## src/rtl/sdram_burst_read.sv

```systemverilog
// rtl/sdram_burst_read.sv - SDRAM page-burst read sequencer; SDRAM_RD_PRE_ALL_EN selects precharge-all.
module sdram_burst_read #(
    parameter int TRCD_CLK = 2,
    parameter int CAS_LAT  = 3,
    parameter int TRP_CLK  = 2
) (
    input  logic        clk,
    input  logic        rst_n,
    input  logic        init_end,
    input  logic        rd_en,
    input  logic [23:0] rd_addr,
    input  logic [9:0]  rd_burst_len,
    input  logic [15:0] sdram_dq_in,
    output logic [3:0]  rd_cmd,
    output logic [1:0]  rd_ban,
    output logic [12:0] rd_sdram_addr,
    output logic        rd_ack,
    output logic [15:0] rd_sdram_data,
    output logic        rd_end
);

    localparam logic [3:0] CMD_NOP        = 4'b0111;
    localparam logic [3:0] CMD_ACTIVE     = 4'b0011;
    localparam logic [3:0] CMD_READ       = 4'b0101;
    localparam logic [3:0] CMD_BURST_STOP = 4'b0110;
    localparam logic [3:0] CMD_PRECHARGE  = 4'b0010;

    typedef enum logic [2:0] {
        S_IDLE, S_ACT, S_TRCD, S_RD, S_CL_RD, S_PRE, S_TRP, S_END
    } state_t;

    state_t      state, state_next;
    logic [9:0]  cnt;
    logic [1:0]  bank;
    logic [12:0] row;
    logic [8:0]  col;
    logic [9:0]  burst_len;
    logic [9:0]  len_eff;
    logic        start;
    logic        sample;
    logic [10:0] cnt_ext;
    logic [10:0] stop_cnt;
    logic [10:0] data_last;

    assign start     = (state == S_IDLE) && rd_en && init_end;
    assign len_eff   = (rd_burst_len == 10'd0)   ? 10'd1   :
                       (rd_burst_len > 10'd512)  ? 10'd512 : rd_burst_len;
    assign cnt_ext   = {1'b0, cnt};
    assign stop_cnt  = {1'b0, burst_len} - 11'd1;
    // CL_RD counts from T0+1, so its last cycle (holding the final word) is cnt = CAS_LAT+L-1
    assign data_last = 11'(CAS_LAT) + {1'b0, burst_len} - 11'd1;
    assign sample    = (state == S_CL_RD) && (cnt_ext >= 11'(CAS_LAT - 1)) && (cnt_ext < data_last);

    always_ff @(posedge clk or negedge rst_n) begin
        if (!rst_n) begin
            state <= S_IDLE;
        end else begin
            state <= state_next;
        end
    end

    always_comb begin
        state_next = state;
        case (state)
            S_IDLE:  if (start) state_next = S_ACT;
            S_ACT:   state_next = (TRCD_CLK > 1) ? S_TRCD : S_RD;
            S_TRCD:  if (cnt == 10'(TRCD_CLK - 2)) state_next = S_RD;
            S_RD:    state_next = S_CL_RD;
            S_CL_RD: if (cnt_ext == data_last) state_next = S_PRE;
            S_PRE:   state_next = (TRP_CLK > 1) ? S_TRP : S_END;
            S_TRP:   if (cnt == 10'(TRP_CLK - 2)) state_next = S_END;
            S_END:   state_next = S_IDLE;
            default: state_next = S_IDLE;
        endcase
    end

    always_comb begin
        rd_cmd        = CMD_NOP;
        rd_ban        = 2'b11;
        rd_sdram_addr = 13'h1FFF;
        case (state)
            S_ACT: begin
                rd_cmd        = CMD_ACTIVE;
                rd_ban        = bank;
                rd_sdram_addr = row;
            end
            S_RD: begin
                rd_cmd        = CMD_READ;
                rd_ban        = bank;
                rd_sdram_addr = {4'b0000, col};
            end
            S_CL_RD: begin
                if (cnt_ext == stop_cnt) rd_cmd = CMD_BURST_STOP;
            end
            S_PRE: begin
                rd_cmd = CMD_PRECHARGE;
`ifdef SDRAM_RD_PRE_ALL_EN
                rd_ban        = 2'b11;
                rd_sdram_addr = 13'h0400;
`else
                rd_ban        = bank;
                rd_sdram_addr = 13'h0000;
`endif
            end
            default: ;
        endcase
    end

    assign rd_end = (state == S_END);

    // Counter restarts on every state change so each wait is measured from its own entry
    always_ff @(posedge clk or negedge rst_n) begin
        if (!rst_n) begin
            cnt <= 10'd0;
        end else if (state_next != state) begin
            cnt <= 10'd0;
        end else if (state != S_IDLE) begin
            cnt <= cnt + 10'd1;
        end
    end

    always_ff @(posedge clk or negedge rst_n) begin
        if (!rst_n) begin
            bank      <= 2'd0;
            row       <= 13'd0;
            col       <= 9'd0;
            burst_len <= 10'd1;
        end else if (start) begin
            bank      <= rd_addr[23:22];
            row       <= rd_addr[21:9];
            col       <= rd_addr[8:0];
            burst_len <= len_eff;
        end
    end

    always_ff @(posedge clk or negedge rst_n) begin
        if (!rst_n) begin
            rd_ack        <= 1'b0;
            rd_sdram_data <= 16'd0;
        end else begin
            rd_ack <= sample;
            if (sample) rd_sdram_data <= sdram_dq_in;
        end
    end

endmodule

```

## config.mk

```make
export PLATFORM = sky130hd
export DESIGN_NAME = sdram_burst_read
export DESIGN_NICKNAME = d
export VERILOG_FILES = /design/src/rtl/sdram_burst_read.sv
export SDC_FILE = /design/constraint.sdc
export NUM_CORES = 1
export LEC_CHECK = 0
export CORE_UTILIZATION = 42
export CTS_CLUSTER_DIAMETER = 40
export DETAILED_ROUTE_END_ITERATION = 6
export GPL_ROUTABILITY_DRIVEN = 0
export GPL_TIMING_DRIVEN = 0
export PLACE_DENSITY = 0.69
export SYNTH_ARGS = -nofsm -noshare
export SYNTH_HDL_FRONTEND = slang
export SYNTH_SLANG_ARGS = --single-unit
```

## constraint.sdc

```tcl
create_clock -name clk -period 4.15 [get_ports clk]
set_input_delay 0.83 -clock clk [delete_from_list [all_inputs] [get_ports clk]]
set_output_delay 0.83 -clock clk [all_outputs]
set_load 0.02 [all_outputs]
```

==> out/metrics.cfg, run 1 <==
[routing]
routed_wl_um=9050
viasPerCell=5.35
wl_met1_um=3970
via_count=3071
routed.top_layer=met4
drt.antenna.violating_nets=0
wl_met3_um=676
drc=0
wl_met2_um=4270
routedWlPerCell_um=15.8
drt_iter0_drc=96
drtPass1Iterations=4

[critical_path]
slowest_delay_ps=540
cp-end-kind=output port
r2r_slack_ps=1260
worstPathCellList=inv_1 -> ha_1 -> clkbuf_1 -> nor4_4 -> o22ai_1 -> or4_4 -> nor4_2 -> a31oi_1 -> clkdlybuf4s50_1
critPathCapture=rd_cmd[0]
critical_path_peak_fanout=7
startpoint=state[1]
critPathKind=flop to output port
required_ps=3320
critPathSlowestCell=clkdlybuf4s50_1
timing.rr.start=burst_len[2]
r2r-end=rd_sdram_data[15]
startpoint_type=flop
crit_arrival_ps=3090
reg2reg_depth=10

[sta]
hold_ws_ps=506
min_period_ps=3920
fmax_ghz=0.255
slew_headroom=0.460
worst_slack_ps=231
period_share=0.944
rsz0062_at_grt=false
finalSetupViolCount=0
tns_ps=0
finalHoldViolations=0
clock_skew_ps=9.46
maxSlewViolCount=0
worstMarginPinSlew_ps=810

[finish]
multi_input_area_mm2=0.00200
stdcell_area_mm2=0.00500
antennaDiodeCount=0
fillers=745
area.sequential_mm2=0.00160
area_growth_pct=32.6
drive_gt1_frac=0.176
fin_nets=535

[pwr]
power.switching_w=0.00163
switching_share=0.416
power.share.sequential=0.276
clkPwrFrac=0.141
power_w=0.00391
intPower_w=0.00228
leakagePower_nw=2.12
powerDensity_mw_per_mm2=782
p_comb_frac=0.583
peakVddDrop_mv=0.408

[clock_tree]
ctsHoldBuffers=0
clk_pin_slew_ps=70
cts_buffers=9
clock_sinks=64
post_cts_resized=0
cts.htree.levels=3
cts_setup_buffers=0
insertion_delay_ps=340
cts.path.max_buffers=2
root_buffer=clkbuf_8
cts_tree=built

[global_routing]
globalRouteTotalUtil=0.205
overflow=0
antenna_found_initial=0
grt_pass1_vias=3169
grt_max_degree=65
grt_first_pass_wirelength_um=15300

[logic_synthesis]
synth_cell_type_count=58
yosysWarnings=0
async_flop_share=1.00
yosysSeqAreaShare=0.425
ys_ff_latch=64
synth_edf_count=0
synth_cells=361
avgSynthCellArea_um2=10.4
synth.net_count=435
syn_area_mm2=0.00377
synthFlopType=dfrtp_1

[die]
start_util=0.433
die_x_um=96.8
rows=34
ios=91
core_mm2=0.00872
die_height_um=96.8
die-area_mm2=0.00936

[flow_run]
maxCapViolCount=0

[outcome]
status=finished, final reports clean

[placed_design]
placed_area_mm2=0.00480
hpwl_um=6570
portBuffers=89
dp_slack_ps=598

[min_path]
hold_path_class=flop to flop

==> Yosys cell counts (2+ instances only) <==
master | n | share of area
dfrtp_1 | 63 | 0.42
mux2_2 | 32 | 0.096
nor2_1 | 27 | 0.027
nand2_1 | 23 | 0.023
ha_1 | 20 | 0.066
o21ai_0 | 18 | 0.024
xnor2_1 | 18 | 0.042
inv_1 | 14 | 0.014
a21oi_1 | 11 | 0.015
clkbuf_1 | 11 | 0.011
nand2b_1 | 11 | 0.018
a22oi_1 | 9 | 0.018
mux2_4 | 9 | 0.036
nand4_1 | 9 | 0.015
xor2_1 | 9 | 0.021
buf_2 | 8 | 0.011
a31oi_1 | 6 | 0.010
nand3_1 | 6 | 0.0080
nor4_1 | 5 | 0.0083
a22o_1 | 4 | 0.0093
and2_1 | 4 | 0.0066
nor3_1 | 4 | 0.0053
and3_1 | 3 | 0.0050
a2111oi_2 | 2 | 0.0080
buf_4 | 2 | 0.0040
==> cells in the final DEF (no fill, tap or decap), types with 2 or more instances in the layout <==
cell type        count
nor4_1               5
buf_4                3
xor2_1               9
a22oi_1              9
nor2_1              27
a2111oi_2            2
and2_1               4
mux2_4               9
nand4_1              9
clkinvlp_4           2
clkdlybuf4s50_1     88
ha_1                20
a31oi_1              6
and3_1               3
nand2_1             23
inv_1               14
nor3_1               4
clkbuf_8            10
o21ai_0             18
mux2_2              32
nand2b_1            11
nand3_1              6
dfrtp_1             63
a21oi_1             11
buf_2                8
a22o_1               4
xnor2_1             18
clkbuf_1            11
==> per-layer routing <==
metal,global-route usage,up-vias
li1,-,1480
met1,0.251,1500
met2,0.335,81
met3,0.0723,10
met4,0.0666,0
met5,0,-
==> power by group through the flow <==
stage / clock, W / combinational [W] / sequential, W
2_1_floorplan: 0 / 0.00143 / 0.00114
3_3_place_gp: 0 / 0.00224 / 0.00107
3_5_place_dp: 0 / 0.00228 / 0.00108
4_1_cts: 0.000563 / 0.00230 / 0.00108
5_1_grt: 0.000591 / 0.00250 / 0.00112
6_report: 0.000550 / 0.00228 / 0.00108
==> critical path: cells and delay by family, from the launching register on <==
family | cells | cell delay [ps]
AOI/OAI and AO/OA | 2 | 250
adders and majority gates | 1 | 180
DFF | 1 | 450
and+or+nand+nor | 3 | 1010
buffers and inverters | 3 | 860
==> area by class of cell <==
class / count / share of cell area
Timing Repair Buffer: 89 / 0.178
Sequential cell: 64 / 0.320
Tap cell: 108 / 0.0270
Inverter: 15 / 0.0113
Buffer: 23 / 0.0223
Clock buffer: 10 / 0.0275
Multi-Input combinational cell: 259 / 0.400
Clock inverter: 6 / 0.0135
==> cells by family (layout without fill, tap and decap cells) <==
kind of cell               Yosys count  in the layout  synth area share
muxes                               42             42             0.134
AOI/OAI and AO/OA                   65             65             0.119
buffers and inverters               38            143            0.0444
xor gates and xnor gates            27             27            0.0627
other                                1              1          0.000994
adders and majority gates           20             20            0.0663
and+or+nand+nor                    104            104             0.147
DFF                                 64             64             0.425
==> through the flow <==
| stage | std cells | utilization |
|---|---|---|
| after global placement | 558 | 0.550 |
| after CTS | 574 | 0.573 |
| after detailed placement | 558 | 0.550 |
| after global routing | 574 | 0.573 |
| after floorplan | 361 | - |
| final | 574 | 0.573 |
==> sequential cells by signal, summed over array words and instances, names as in the netlist <==
register       count
bank               2
rd_sdram_data     16
rd_ack             1
row               13
burst_len         10
cnt               10
state              3
col                9
==> how the worst min path moves through the flow <==
| stage | cells past startpoint | start | slack (ps) | to |
|---|---|---|---|---|
| after floorplan | 2 | burst_len[0] | 460 | burst_len[0] |
| after global placement | 1 | bank[0] | 480 | bank[0] |
| after detailed placement | 1 | bank[1] | 490 | bank[1] |
| after CTS | 2 | burst_len[0] | 510 | burst_len[0] |
| after global routing | 1 | col[0] | 520 | col[0] |
| final | 2 | burst_len[0] | 510 | burst_len[0] |
Note: power is estimated with default switching activity, not from simulation.
==> run 2, diff against run 1 <==
- CAP_MARGIN: default -> 20
==> results of run 2 <==
The final DEF is identical to that of run 1; final timing and power are the same.
